[config.mk]
export PLATFORM = sky130hd
export DESIGN_NAME = muldiv_seq
export DESIGN_NICKNAME = d
export VERILOG_FILES = /design/src/rtl/muldiv_seq.sv
export SDC_FILE = /design/constraint.sdc
export NUM_CORES = 1
export LEC_CHECK = 0
export ABC_AREA = 1
export BUFFER_PORTS_ARGS = -buffer_cell sky130_fd_sc_hd__buf_4
export CAP_MARGIN = 15
export CORE_MARGIN = 2
export CORE_UTILIZATION = 50
export CTS_CLUSTER_SIZE = 20
export DETAILED_ROUTE_END_ITERATION = 7
export PLACE_DENSITY = 0.72
export SLEW_MARGIN = 0
export SYNTH_ARGS = -nofsm -noshare
export SYNTH_HDL_FRONTEND = slang
export SYNTH_SLANG_ARGS = --single-unit
export TNS_END_PERCENT = 1
[constraint.sdc]
create_clock -name clock -period 8.1 [get_ports clock]
set_input_delay 1.215 -clock clock [delete_from_list [all_inputs] [get_ports clock]]
set_output_delay 1.215 -clock clock [all_outputs]
set_load 0.02 [all_outputs]
[src/rtl/muldiv_seq.sv]
// Iterative signed multiply/divide sequencer for the multi-cycle MIPS datapath.
// Runs a WIDTH-step shift-add or restoring-divide loop on magnitudes, then sign-corrects.
module muldiv_seq #(
   parameter int WIDTH = 32
) (
   input  logic             clock,
   input  logic             reset,
   input  logic             start,
   input  logic             op,
   input  logic [WIDTH-1:0] a,
   input  logic [WIDTH-1:0] b,
   output logic             busy,
   output logic             done,
   output logic             hilo_write,
   output logic             hilo_src,
   output logic             div_zero,
   output logic [WIDTH-1:0] hi,
   output logic [WIDTH-1:0] lo
);

   localparam logic [2:0] ST_IDLE = 3'd0;
   localparam logic [2:0] ST_RUN  = 3'd1;
   localparam logic [2:0] ST_FIX  = 3'd2;
   localparam logic [2:0] ST_DONE = 3'd3;
   localparam logic [2:0] ST_DZ   = 3'd4;

   localparam int CW = (WIDTH > 1) ? $clog2(WIDTH) : 1;
   localparam logic [CW-1:0] LAST_STEP = CW'(WIDTH - 1);

   logic [2:0]       state, stateNext;
   logic [CW-1:0]    stepCnt;
   logic [WIDTH-1:0] magA, magB;
   logic [WIDTH-1:0] accHi, accLo;
   logic             negRes, negRem;

   logic [WIDTH-1:0]   absA, absB;
   logic               acceptReq, divByZero;
   logic [WIDTH:0]     mulSum;
   logic [WIDTH:0]     divShift;
   logic [WIDTH:0]     divTrial;
   logic [2*WIDTH-1:0] prodMag, prodFix;
   logic [WIDTH-1:0]   quotFix, remFix;

   // Magnitudes of the most negative value wrap to themselves, which is
   // exactly the correct unsigned magnitude.
   assign absA = a[WIDTH-1] ? -a : a;
   assign absB = b[WIDTH-1] ? -b : b;

   assign divByZero = start && op && (b == '0);
   assign acceptReq = start && !divByZero;

   // Shift-add step: accHi holds P_hi, accLo holds P_lo; the carry shifts in.
   assign mulSum = {1'b0, accHi} + (accLo[0] ? {1'b0, magA} : '0);

   // Restoring step: accHi holds R, accLo holds Q. R < |b| <= 2^(WIDTH-1),
   // so the shifted remainder always fits WIDTH+1 bits and the top bit of
   // the trial is a valid sign.
   assign divShift = {accHi, accLo[WIDTH-1]};
   assign divTrial = divShift - {1'b0, magB};

   assign prodMag = {accHi, accLo};
   assign prodFix = negRes ? -prodMag : prodMag;
   assign quotFix = negRes ? -accLo : accLo;
   assign remFix  = negRem ? -accHi : accHi;

   // NOTE: every always_comb output gets a default first so no path can infer a latch.
   always_comb begin
      stateNext = state;
      case (state)
         ST_IDLE: begin
            if (divByZero)      stateNext = ST_DZ;
            else if (acceptReq) stateNext = ST_RUN;
         end
         ST_RUN:  if (stepCnt == LAST_STEP) stateNext = ST_FIX;
         ST_FIX:  stateNext = ST_DONE;
         ST_DONE: stateNext = ST_IDLE;
         ST_DZ:   stateNext = ST_IDLE;
         default: stateNext = ST_IDLE;
      endcase
   end

   // NOTE: sequential state uses non-blocking assignments so every register
   // samples pre-edge values regardless of statement order.
   always_ff @(posedge clock or negedge reset) begin
      if (!reset) begin
         state <= ST_IDLE;
      end else begin
         state <= stateNext;
      end
   end

   always_ff @(posedge clock or negedge reset) begin
      if (!reset) begin
         stepCnt  <= '0;
         magA     <= '0;
         magB     <= '0;
         accHi    <= '0;
         accLo    <= '0;
         negRes   <= 1'b0;
         negRem   <= 1'b0;
         hilo_src <= 1'b0;
      end else begin
         case (state)
            ST_IDLE: begin
               if (acceptReq) begin
                  stepCnt  <= '0;
                  magA     <= absA;
                  magB     <= absB;
                  accHi    <= '0;
                  accLo    <= op ? absA : absB;
                  negRes   <= a[WIDTH-1] ^ b[WIDTH-1];
                  negRem   <= a[WIDTH-1];
                  hilo_src <= op;
               end
            end
            ST_RUN: begin
               stepCnt <= stepCnt + 1'b1;
               if (!hilo_src) begin
                  accHi <= mulSum[WIDTH:1];
                  accLo <= {mulSum[0], accLo[WIDTH-1:1]};
               end else if (!divTrial[WIDTH]) begin
                  accHi <= divTrial[WIDTH-1:0];
                  accLo <= {accLo[WIDTH-2:0], 1'b1};
               end else begin
                  accHi <= divShift[WIDTH-1:0];
                  accLo <= {accLo[WIDTH-2:0], 1'b0};
               end
            end
            default: ;
         endcase
      end
   end

   // Results only move in FIX; a reset mid-operation leaves them cleared.
   always_ff @(posedge clock or negedge reset) begin
      if (!reset) begin
         hi <= '0;
         lo <= '0;
      end else if (state == ST_FIX) begin
         if (hilo_src) begin
            hi <= remFix;
            lo <= quotFix;
         end else begin
            hi <= prodFix[2*WIDTH-1:WIDTH];
            lo <= prodFix[WIDTH-1:0];
         end
      end
   end

   assign busy       = (state != ST_IDLE);
   assign done       = (state == ST_DONE);
   assign hilo_write = (state == ST_DONE);
   assign div_zero   = (state == ST_DZ);

endmodule

Word level (Yosys, flattened, before mapping)
Cells that the tools add are included.

Flip-flop bits (word level): 203. Bits of input ports: 68. Output and inout bits: 69.

$add $sub $neg: 8. Equal/unequal tests: 8. Muxes and demuxes: 23. Bitwise gates (word level): 1. Reductions and logical operators: 11.

Operators by type and width (count): 32-bit two-way mux (13); 32-bit negation (4); 32-bit case mux with 2 select lines (2); 64-bit two-way mux (1); 64-bit negation (1); 32-bit by 32-bit adder with 33-bit output (1); 33-bit by 32-bit subtractor with 33-bit output (1); 32-bit logical NOT (1); 5-bit case mux with 2 select lines (1); 3-bit two-way mux (3); 3-bit case mux with 3 select lines (1); 3-bit by 2-bit == test with 1-bit output, second input constant (2); 2-bit AND reduction (3); 5-bit by 1-bit adder with 5-bit output, second input constant (1); 5-bit == test, second input constant (1); 5-bit two-way mux (1); 2-bit != test, second input constant (2); 3-bit by 1-bit == test with 1-bit output, second input constant (1); 3-bit == test, second input constant (1); 1-bit logical AND (3); 3-bit logical NOT (1); 3-bit != test, second input constant (1); 3-bit nonzero test (1); 2-bit nonzero test (1); 3 further kinds (3).

Depth between registers and ports, before layout
Gate-level depths: netlist of the first run.

Word-level depth: 7. Mapped depth: 22.

Worst setup path after synthesis of the first run
Ideal clock, no wire load.

Kind: input to register. From: input port b[0]. To: register magA[18]. Setup time: 119 ps. Data arrival time: 2712 ps. Setup slack: 5269 ps. Stages on the path: 14. Cell sequence: inv_1 -> ha_1 -> nand3_2 -> nor2_4 -> inv_2 -> nor2_8 -> nand2_2 -> nor2_2 -> nand3_2 -> nand3_4 -> inv_2 -> buf_6 -> buf_6 -> o21a_1.

Cells in the longest elaborated chain, start to end: 5.

RTL lines: start: declaration (line 11) `input logic [WIDTH-1:0] b,`; 32-bit logical NOT (line 49) `assign divByZero = start && op && (b == '0);`; 1-bit logical AND (line 49); 1-bit logical NOT (line 50) `assign acceptReq = start && !divByZero;`; 1-bit logical AND (line 50); 2-bit AND reduction (no source line); end signal: assignment (line 107) `magA <= absA;`; end: declaration (line 32) `logic [WIDTH-1:0] magA, magB;`.

No other way between the ends. A chain may end at the register's enable or synchronous reset.

Worst setup path in the final report of the first run
From: input port b[0]. To: register accLo[21].

Cells in the longest elaborated chain, start to end: 6. Elaborated cells between the ends (all ways): 11.

RTL lines: branches (longest 6 deep; another with 32-bit negation); end signal: assignment (line 110) `accLo <= op ? absA : absB;`; end signal: assignment (line 120) `accLo <= {mulSum[0], accLo[WIDTH-1:1]};`; end signal: assignment (line 123) `accLo <= {accLo[WIDTH-2:0], 1'b1};`; end: declaration (line 33) `logic [WIDTH-1:0] accHi, accLo;`.

Parallel ways; which one is timed is not known. The select of a mux whose other input is x is not followed.

==> results of run 1 <==
[path summary, 6_finish.rpt]
path | endpoint | start
setup reg to reg | accHi[29]$_DFFE_PN0P_ | accHi[0]$_DFFE_PN0P_
max in group asynchronous | accHi[27]$_DFFE_PN0P_ | reset
setup / recovery | accLo[21]$_DFFE_PN0P_ | b[0]
hold reg to reg | hi[24]$_DFFE_PN0P_ | hi[24]$_DFFE_PN0P_
min in group asynchronous | lo[4]$_DFFE_PN0P_ | reset
hold / removal | hi[24]$_DFFE_PN0P_ | hi[24]$_DFFE_PN0P_
[synth_stat cells, drive strengths merged (6+ instances only)]
| cell | instances | area share |
|---|---|---|
| nor2 | 275 | 0.058 |
| buf | 41 | 0.015 |
| ha | 70 | 0.047 |
| o21ai | 197 | 0.053 |
| nand3 | 285 | 0.078 |
| nand4 | 40 | 0.013 |
| nand2 | 1187 | 0.24 |
| or2 | 6 | 0.0020 |
| o21a | 12 | 0.0048 |
| xnor2 | 22 | 0.010 |
| dfrtp | 203 | 0.27 |
| clkbuf | 59 | 0.012 |
| o21bai | 11 | 0.0044 |
| nor3 | 40 | 0.012 |
| a21oi | 94 | 0.026 |
| nand3b | 9 | 0.0036 |
| xor2 | 80 | 0.037 |
| inv | 433 | 0.087 |
| o211ai | 31 | 0.013 |
[power by group through the flow]
stage	sequential [mW]	clock (mW)	combinational, mW
2_1_floorplan	2.00	0	4.43
3_3_place_gp	2.11	0	6.23
3_5_place_dp	2.12	0	6.32
4_1_cts	2.10	1.21	6.35
5_1_grt	2.17	1.25	7.18
6_report	2.14	1.20	6.44
[final cells by class]
| class | count | area [um2] | area share |
|---|---|---|---|
| multi-input cells | 2387 | 11500 | 0.552 |
| flip-flops and latches | 203 | 5080 | 0.244 |
| inverters | 434 | 1630 | 0.0783 |
| repair buffers | 151 | 1140 | 0.0547 |
| clock buffers | 32 | 701 | 0.0336 |
| well taps | 468 | 586 | 0.0281 |
| clock inverters | 12 | 188 | 0.00901 |
[per-stage QoR]
| stage | util | hold slack [ns] | instance area (um2) | power, mW |
|---|---|---|---|---|
| 2_1_floorplan | - | 0.448 | 18700 | 6.43 |
| 3_3_place_gp | 0.544 | 0.460 | 19900 | 8.33 |
| 3_5_place_dp | 0.544 | 0.467 | 19900 | 8.44 |
| 4_1_cts | 0.568 | 0.482 | 20800 | 9.66 |
| 5_1_grt | 0.568 | 0.501 | 20800 | 10.6 |
| 6_report | 0.568 | 0.475 | 20800 | 9.78 |
[logic make-up (layout without fill, tap and decap cells)]
group / Yosys count / after routing / share of synthesized area
adders and majority gates: 72 / 72 / 0.0490
and+or+nand+nor: 1853 / 1853 / 0.411
buffers and inverters: 534 / 629 / 0.114
DFF: 203 / 203 / 0.272
xor gates and xnor gates: 102 / 102 / 0.0478
AOI/OAI and AO/OA: 359 / 359 / 0.106
muxes: 1 / 1 / 0.000535
[sequential cells by signal, indices dropped and copies added, names as in the netlist]
name / count
accLo: 32
hilo_src: 1
state: 3
negRem: 1
accHi: 32
magB: 32
lo: 32
hi: 32
stepCnt: 5
negRes: 1
magA: 32
[routing by layer]
layer / GRT usage / vias up
li1: - / 10010
met1: 0.503 / 9712
met2: 0.604 / 1000
met3: 0.0533 / 201
met4: 0.198 / 0
met5: 0 / -
[critical path: stages]
cell      delay (ns)
buf_4           0.11
inv_1           0.17
ha_1            0.22
nand3_2         0.12
nor2_4          0.14
inv_2           0.08
nor2_8          0.12
nand2_2         0.07
nor2_2          0.12
nand3_2         0.10
nand3_4         0.38
clkinv_2        0.76
buf_4           0.60
o211ai_1        0.19
nand3_1         0.11
==> reports/qor.csv, run 1 <==
stage;metric;value;unit
outcome;status;finished, final reports clean;
place;dp.cells;3643;
floorplanning;initial_core_util;0.510;
synthesis;ys_warn_count;0;
route;wl_met3;6390;um
grt;overflow;0;
power_and_ir_drop;powerDensity;469;nW/um2
synthesis;synth-main-ff-cell;dfrtp_1;
min_path;hold_depth;2;
power_and_ir_drop;comb_power_share;0.658;
grt;grt_max_degree;93;
route;first_iter_violations;2094;
floorplanning;ios;137;
floorplanning;die_y;197;um
clock_network;cts_max_path_buffers;3;
synthesis;syn_area_per_cell;5.99;um2
synthesis;synthDistinctLibCells;49;
clock_network;cts-root-buf;clkbuf_16;
timing;setup_tns;0;ns
clock_network;numClockSinks;203;
place;place_congestion;1.03;
timing;maxSlewHeadroom;0.301;
synthesis;yosysSeqAreaShare;0.272;
power_and_ir_drop;swShare;0.561;
grt;grt_pass1_wl;113000;um
synthesis;synth-edff-count;0;
finish;area_growth;11.4;%
route;first_pass_iters;6;
power_and_ir_drop;internal_power;4.30;mW
clock_network;ctsResizeCount;0;
route;wl_met1;30200;um
place;dp_hpwl;58500;um
timing;post-route-min-period;4.10;ns
floorplanning;coreArea;36700;um2
grt;antenna_found_initial;0;
clock_network;insertion_delay;0.56;ns
power_and_ir_drop;power_frac_seq;0.219;
grt;grt_pass1_vias;19659;
synthesis;synthArstFlopShare;1.00;
clock_network;hold_buffers;0;
worst_setup_path;crit_required;8.53;ns
grt;grt.total_usage;0.380;
route;vias;20923;
finish;diodes;0;
clock_network;cts_tree;built;
route;wl;73300;um
floorplanning;rows;70;
min_path;hold_path_class;reg -> reg;
timing;slew_viol_final;0;
power_and_ir_drop;p_leak;11.3;nW
synthesis;syn_area;18700;um2
route;drc;0;
timing;fmax;244;MHz
worst_setup_path;ff2ff_setup_slack;4.39;ns
synthesis;syn_nets;3264;
floorplanning;fp.dieW;197;um
route;dr.max_layer_used;met4;
route;wl_per_cell;19.9;um
worst_setup_path;worstRegToRegCells;17;
finish;final_cell_mix;nand2_1 (1176), inv_1 (425), nand3_1 (281);
timing;post-route-period-util;0.506;
floorplanning;die-area;39000;um2
timing;rsz0062_at_grt;false;
place;dp_slack;3.45;ns
clock_network;clk_pin_slew_worst_paths;0.06;ns
route;drtAntennaViolNets;0;
timing;finalClockSkew;0.0150;ns
synthesis;ys_ff_latch;203;
finish;final_common_cell;nand2_1;
job;maxCapViolCount;0;
power_and_ir_drop;pwr-share-clk;0.123;
clock_network;h-tree-depth;1;
finish;final_cells;3687;
finish;layout-drive-gt1-share;0.0764;
worst_setup_path;path_class;in -> reg;
route;met2WireLength;32400;um
timing;finalHoldViolations;0;
worst_setup_path;cp-end-kind;register;
worst_setup_path;worstPathArrival;4.53;ns
worst_setup_path;cp_max_fo;64;
timing;worstMarginPinSlew;1.05;ns
clock_network;cts_buffers;24;
clock_network;postCtsSetupBuffers;0;
finish;fill_cells;3856;
timing;setup_viol;0;
route;drt-vias-per-instance;5.67;
timing;setup_ws;4.00;ns
power_and_ir_drop;switchingPower;5.48;mW
synthesis;syn_inst;3124;
place;portBuffers;136;
finish;num-nets-final;3341;
power_and_ir_drop;peakVddDrop;207;uV
worst_setup_path;worst_setup_path_start_kind;input pin;
(Power assumes the default switching activity.)
==> run 2, diff against run 1 <==
- ABC_AREA: 1 -> 0
- PLACE_DENSITY: 0.72 -> 0.73
- clock period: 8.1 -> 4.2 ns (I/O delays scaled with it)
==> run 2 against run 1 <==
  * Highest routed layer unchanged
  * Flip-flop and latch count did not move
  * Die area fell by 19%
  * Via count fell by 32%
  * Global-route usage fell by 7.3 points
  * Clock power rose by 82%
  * Wire length fell by 33%
  * Largest cell class unchanged
  * Critical path depth fell by 2
  * Area after synthesis fell by 19%
  * Final area fell by 16%
  * Setup slack got worse by 3.6 ns
  * Register-to-register slack got worse by 4.0 ns
  * Critical endpoint is now accHi[31]$_DFFE_PN0P_
  * Worst hold slack got worse by 0.29 ns
==> reports/qor.csv, run 2 <==
stage;metric;value;unit;change
outcome;status;finished, final reports clean;;
synthesis;syn_inst;1845;;-41%
synthesis;syn_area;15100;um2;-19%
place;place_area;16600;um2;-17%
floorplanning;ios;137;;unchanged
clock_network;insertion_delay;0.53;ns;-0.03 ns
floorplanning;rows;63;;-10%
grt;grt_max_degree;105;;+13%
worst_setup_path;cpMaxStageDelayCell;dfrtp_2;;
clock_network;h-tree-depth;1;;unchanged
power_and_ir_drop;comb_power_share;0.614;;-0.044
place;dp_hpwl;38200;um;-35%
clock_network;numClockSinks;203;;unchanged
finish;regArea;5080;um2;about the same
worst_setup_path;crit_required;4.65;ns;-3.88 ns
worst_setup_path;worstPathArrival;4.23;ns;-0.30 ns
grt;grt.total_usage;0.307;;-0.0727
synthesis;ys_ff_latch;203;;unchanged
timing;finalClockSkew;0.00982;ns;-0.00521 ns
grt;overflow;0;;unchanged
finish;design_area;17500;um2;-16%
timing;finalHoldViolations;0;;unchanged
timing;setup_tns;0;ns;unchanged
route;wl_per_cell;20.8;um;+4.7%
clock_network;cts_max_path_buffers;3;;unchanged
power_and_ir_drop;power_frac_seq;0.237;;+0.018
place;portBuffers;136;;unchanged
power_and_ir_drop;finalPower;14.7;mW;+50%
power_and_ir_drop;switchingPower;7.08;mW;+29%
worst_setup_path;max_stage_delay;0.49;ns;-0.27 ns
worst_setup_path;cpLargestDelayFamily;compound AO/OA/AOI/OAI gates;;
route;drtAntennaViolNets;0;;unchanged
power_and_ir_drop;internal_power;7.58;mW;+76%
finish;fill_cells;2750;;-29%
synthesis;syn_area_per_cell;8.21;um2;+37%
clock_network;cts_buffers;25;;+4.2%
place;place_congestion;0.958;;-7.3%
worst_setup_path;critPathBufInv;1;;-4
synthesis;synth_commonest_cells;nand2_1 (298), o21ai_0 (222), dfrtp_1 (203);;
timing;setup_viol;0;;unchanged
timing;post-route-min-period;3.78;ns;
route;drt-vias-per-instance;6.06;;+6.8%
timing;fmax;264;MHz;
route;wl;48900;um;-33%
synthesis;synth_area_leader_cell;dfrtp_1;;
power_and_ir_drop;pwr-share-clk;0.149;;+0.026
floorplanning;die_y;178;um;-9.8%
finish;layout-drive-gt1-share;0.131;;+0.0546
worst_setup_path;worst_setup_path_start_kind;register;;
timing;rsz0062_at_grt;false;;
clock_network;clk_pin_slew_worst_paths;0.07;ns;about the same
power_and_ir_drop;peakVddDrop;392;uV;+90%
route;drc;0;;unchanged
worst_setup_path;cp-end-kind;register;;
timing;post-route-period-util;0.900;;
clock_network;postCtsSetupBuffers;0;;unchanged
synthesis;yosysMostFrequentCell;nand2_1;;
worst_setup_path;cp_max_fo;16;;-75%
worst_setup_path;worstSetupPathDepth;13;;-2
synthesis;synthDistinctLibCells;71;;+45%
clock_network;cts-root-buf;clkbuf_16;;
finish;multi_input_area;9450;um2;-18%
grt;grt_pass1_vias;13500;;-31%
finish;num-nets-final;2084;;-38%
clock_network;cts_tree;built;;
clock_network;hold_buffers;0;;unchanged
power_and_ir_drop;powerDensity;840;nW/um2;+79%
worst_setup_path;path_class;reg -> reg;;
worst_setup_path;worstRegToRegCells;13;;-4
synthesis;synthArstFlopShare;1.00;;unchanged
synthesis;syn_nets;1985;;-39%
synthesis;yosysSeqAreaShare;0.335;;+0.0637
worst_setup_path;crit_chain;and2_1 > ha_1 > inv_1 > fa_1 > nand2b_1 > a21oi_1 > o21ai_0 > a211o_1 > a211oi_1 > o211ai_1 > a221oi_1 > o31ai_1 > a2bb2oi_1;;
timing;maxSlewHeadroom;0.368;;+0.0669
synthesis;ys_warn_count;0;;unchanged
grt;antenna_found_initial;0;;unchanged
finish;area_growth;15.2;%;
grt;grt_pass1_wl;75400;um;-33%
finish;final_cell_mix;nand2_1 (298), o21ai_0 (222), dfrtp_1 (201);;
floorplanning;initial_core_util;0.510;;about the same
job;maxCapViolCount;0;;unchanged
synthesis;synth-main-ff-cell;dfrtp_1;;
synthesis;synth-edff-count;0;;unchanged
finish;diodes;0;;unchanged
route;first_iter_violations;1373;;-34%
synthesis;yosysTopAreaCellShare;0.335;;+0.0637
floorplanning;coreArea;29700;um2;-19%
floorplanning;die-area;31700;um2;-19%
timing;worstMarginPinSlew;0.948;ns;-0.100 ns
synthesis;synthTopCellsByArea;dfrtp_1 (34%), nand2_1 (7.4%), o21ai_0 (7.3%);;
route;first_pass_iters;5;;-1
power_and_ir_drop;swShare;0.483;;-0.0778
power_and_ir_drop;p_leak;7.83;nW;-31%
floorplanning;fp.dieW;178;um;-9.8%
min_path;hold_path_class;in -> async;;
timing;slew_viol_final;0;;unchanged
route;vias;14257;;-32%
finish;final_common_cell;nand2_1;;
-- run 2: cell types whose count changed in the layout (fill, tap and decap cells not counted), sizes merged, moves of 32 or more --
cell / delta
inv: -374
nor2: -180
buf: +32
nand2: -889
mux2i: +61
and2: +32
nand3: -255
xnor2: +65
-- run 2: worst paths after layout --
path	endpoint	startpoint	slack, ns
setup / recovery	accHi[31]$_DFFE_PN0P_	accLo[0]$_DFFE_PN0P_	0.42
hold / removal	hi[15]$_DFFE_PN0P_	reset	0.18
setup reg to reg	accHi[31]$_DFFE_PN0P_	accLo[0]$_DFFE_PN0P_	0.42
hold reg to reg	magA[24]$_DFFE_PN0P_	magA[24]$_DFFE_PN0P_	0.47
max in group asynchronous	hi[2]$_DFFE_PN0P_	reset	3.02
min in group clock	state[0]$_DFFE_PN0P_	start	0.38
-- run 2: per-stage QoR --
stage	hold slack [ns]	cells	utilization	worst slack (ns)
global placement	0.455	2307	0.559	0.328
CTS	0.236	2352	0.587	0.367
floorplan	0.334	1845	-	0.897
detailed placement	0.459	2307	0.559	0.242
finish	0.185	2352	0.587	0.419
global route	0.254	2352	0.587	0.139
-- run 2: kinds of logic after synthesis --
kind of cell | count (synthesis) | synth area share
simple gates | 609 | 0.189
compound gates | 553 | 0.227
flops | 203 | 0.335
xor+xnor | 176 | 0.102
buf+inv | 168 | 0.0434
fa+ha+maj | 72 | 0.0605
mux | 64 | 0.0425
-- run 2: power groups by stage --
stage,sequential (mW),clock [mW],combinational (mW)
after floorplan,3.11,0,6.65
after global placement,3.45,0,8.76
after detailed placement,3.48,0,8.86
after CTS,3.44,2.21,8.91
after global routing,3.56,2.28,9.90
final,3.47,2.18,9.00
-- run 2: repair_timing --
item / in CTS / in global routing
gates resized for setup: 0 / 1
setup endpoints to repair: 0 / 1
endpoints found under the hold margin: 0 / 0
-- run 2: cell type report --
| type | instances | share of cell area |
|---|---|---|
| clock buffer | 31 | 0.0394 |
| clock inverter | 14 | 0.00803 |
| inverter | 57 | 0.0123 |
| multi-input combinational | 1474 | 0.541 |
| sequential | 203 | 0.291 |
| tap | 390 | 0.0280 |
| timing repair buffer | 183 | 0.0798 |
-- run 2: routing by layer --
layer | part of all wire | GRT usage | vias up
li1 | - | - | 6811
met1 | 0.43 | 0.411 | 6816
met2 | 0.47 | 0.507 | 527
met3 | 0.064 | 0.0354 | 103
met4 | 0.044 | 0.123 | 0
met5 | 0 | 0 | -
-- run 2: worst reg2reg max path, stage by stage (launching register included) --
cell and delay, ns:
dfrtp_2 0.49, and2_1 0.16, ha_1 0.20, inv_1 0.07, fa_1 0.41, nand2b_1 0.18
a21oi_1 0.29, o21ai_0 0.24, a211o_1 0.37, a211oi_1 0.44, o211ai_1 0.21, a221oi_1 0.36
o31ai_1 0.14, a2bb2oi_1 0.15
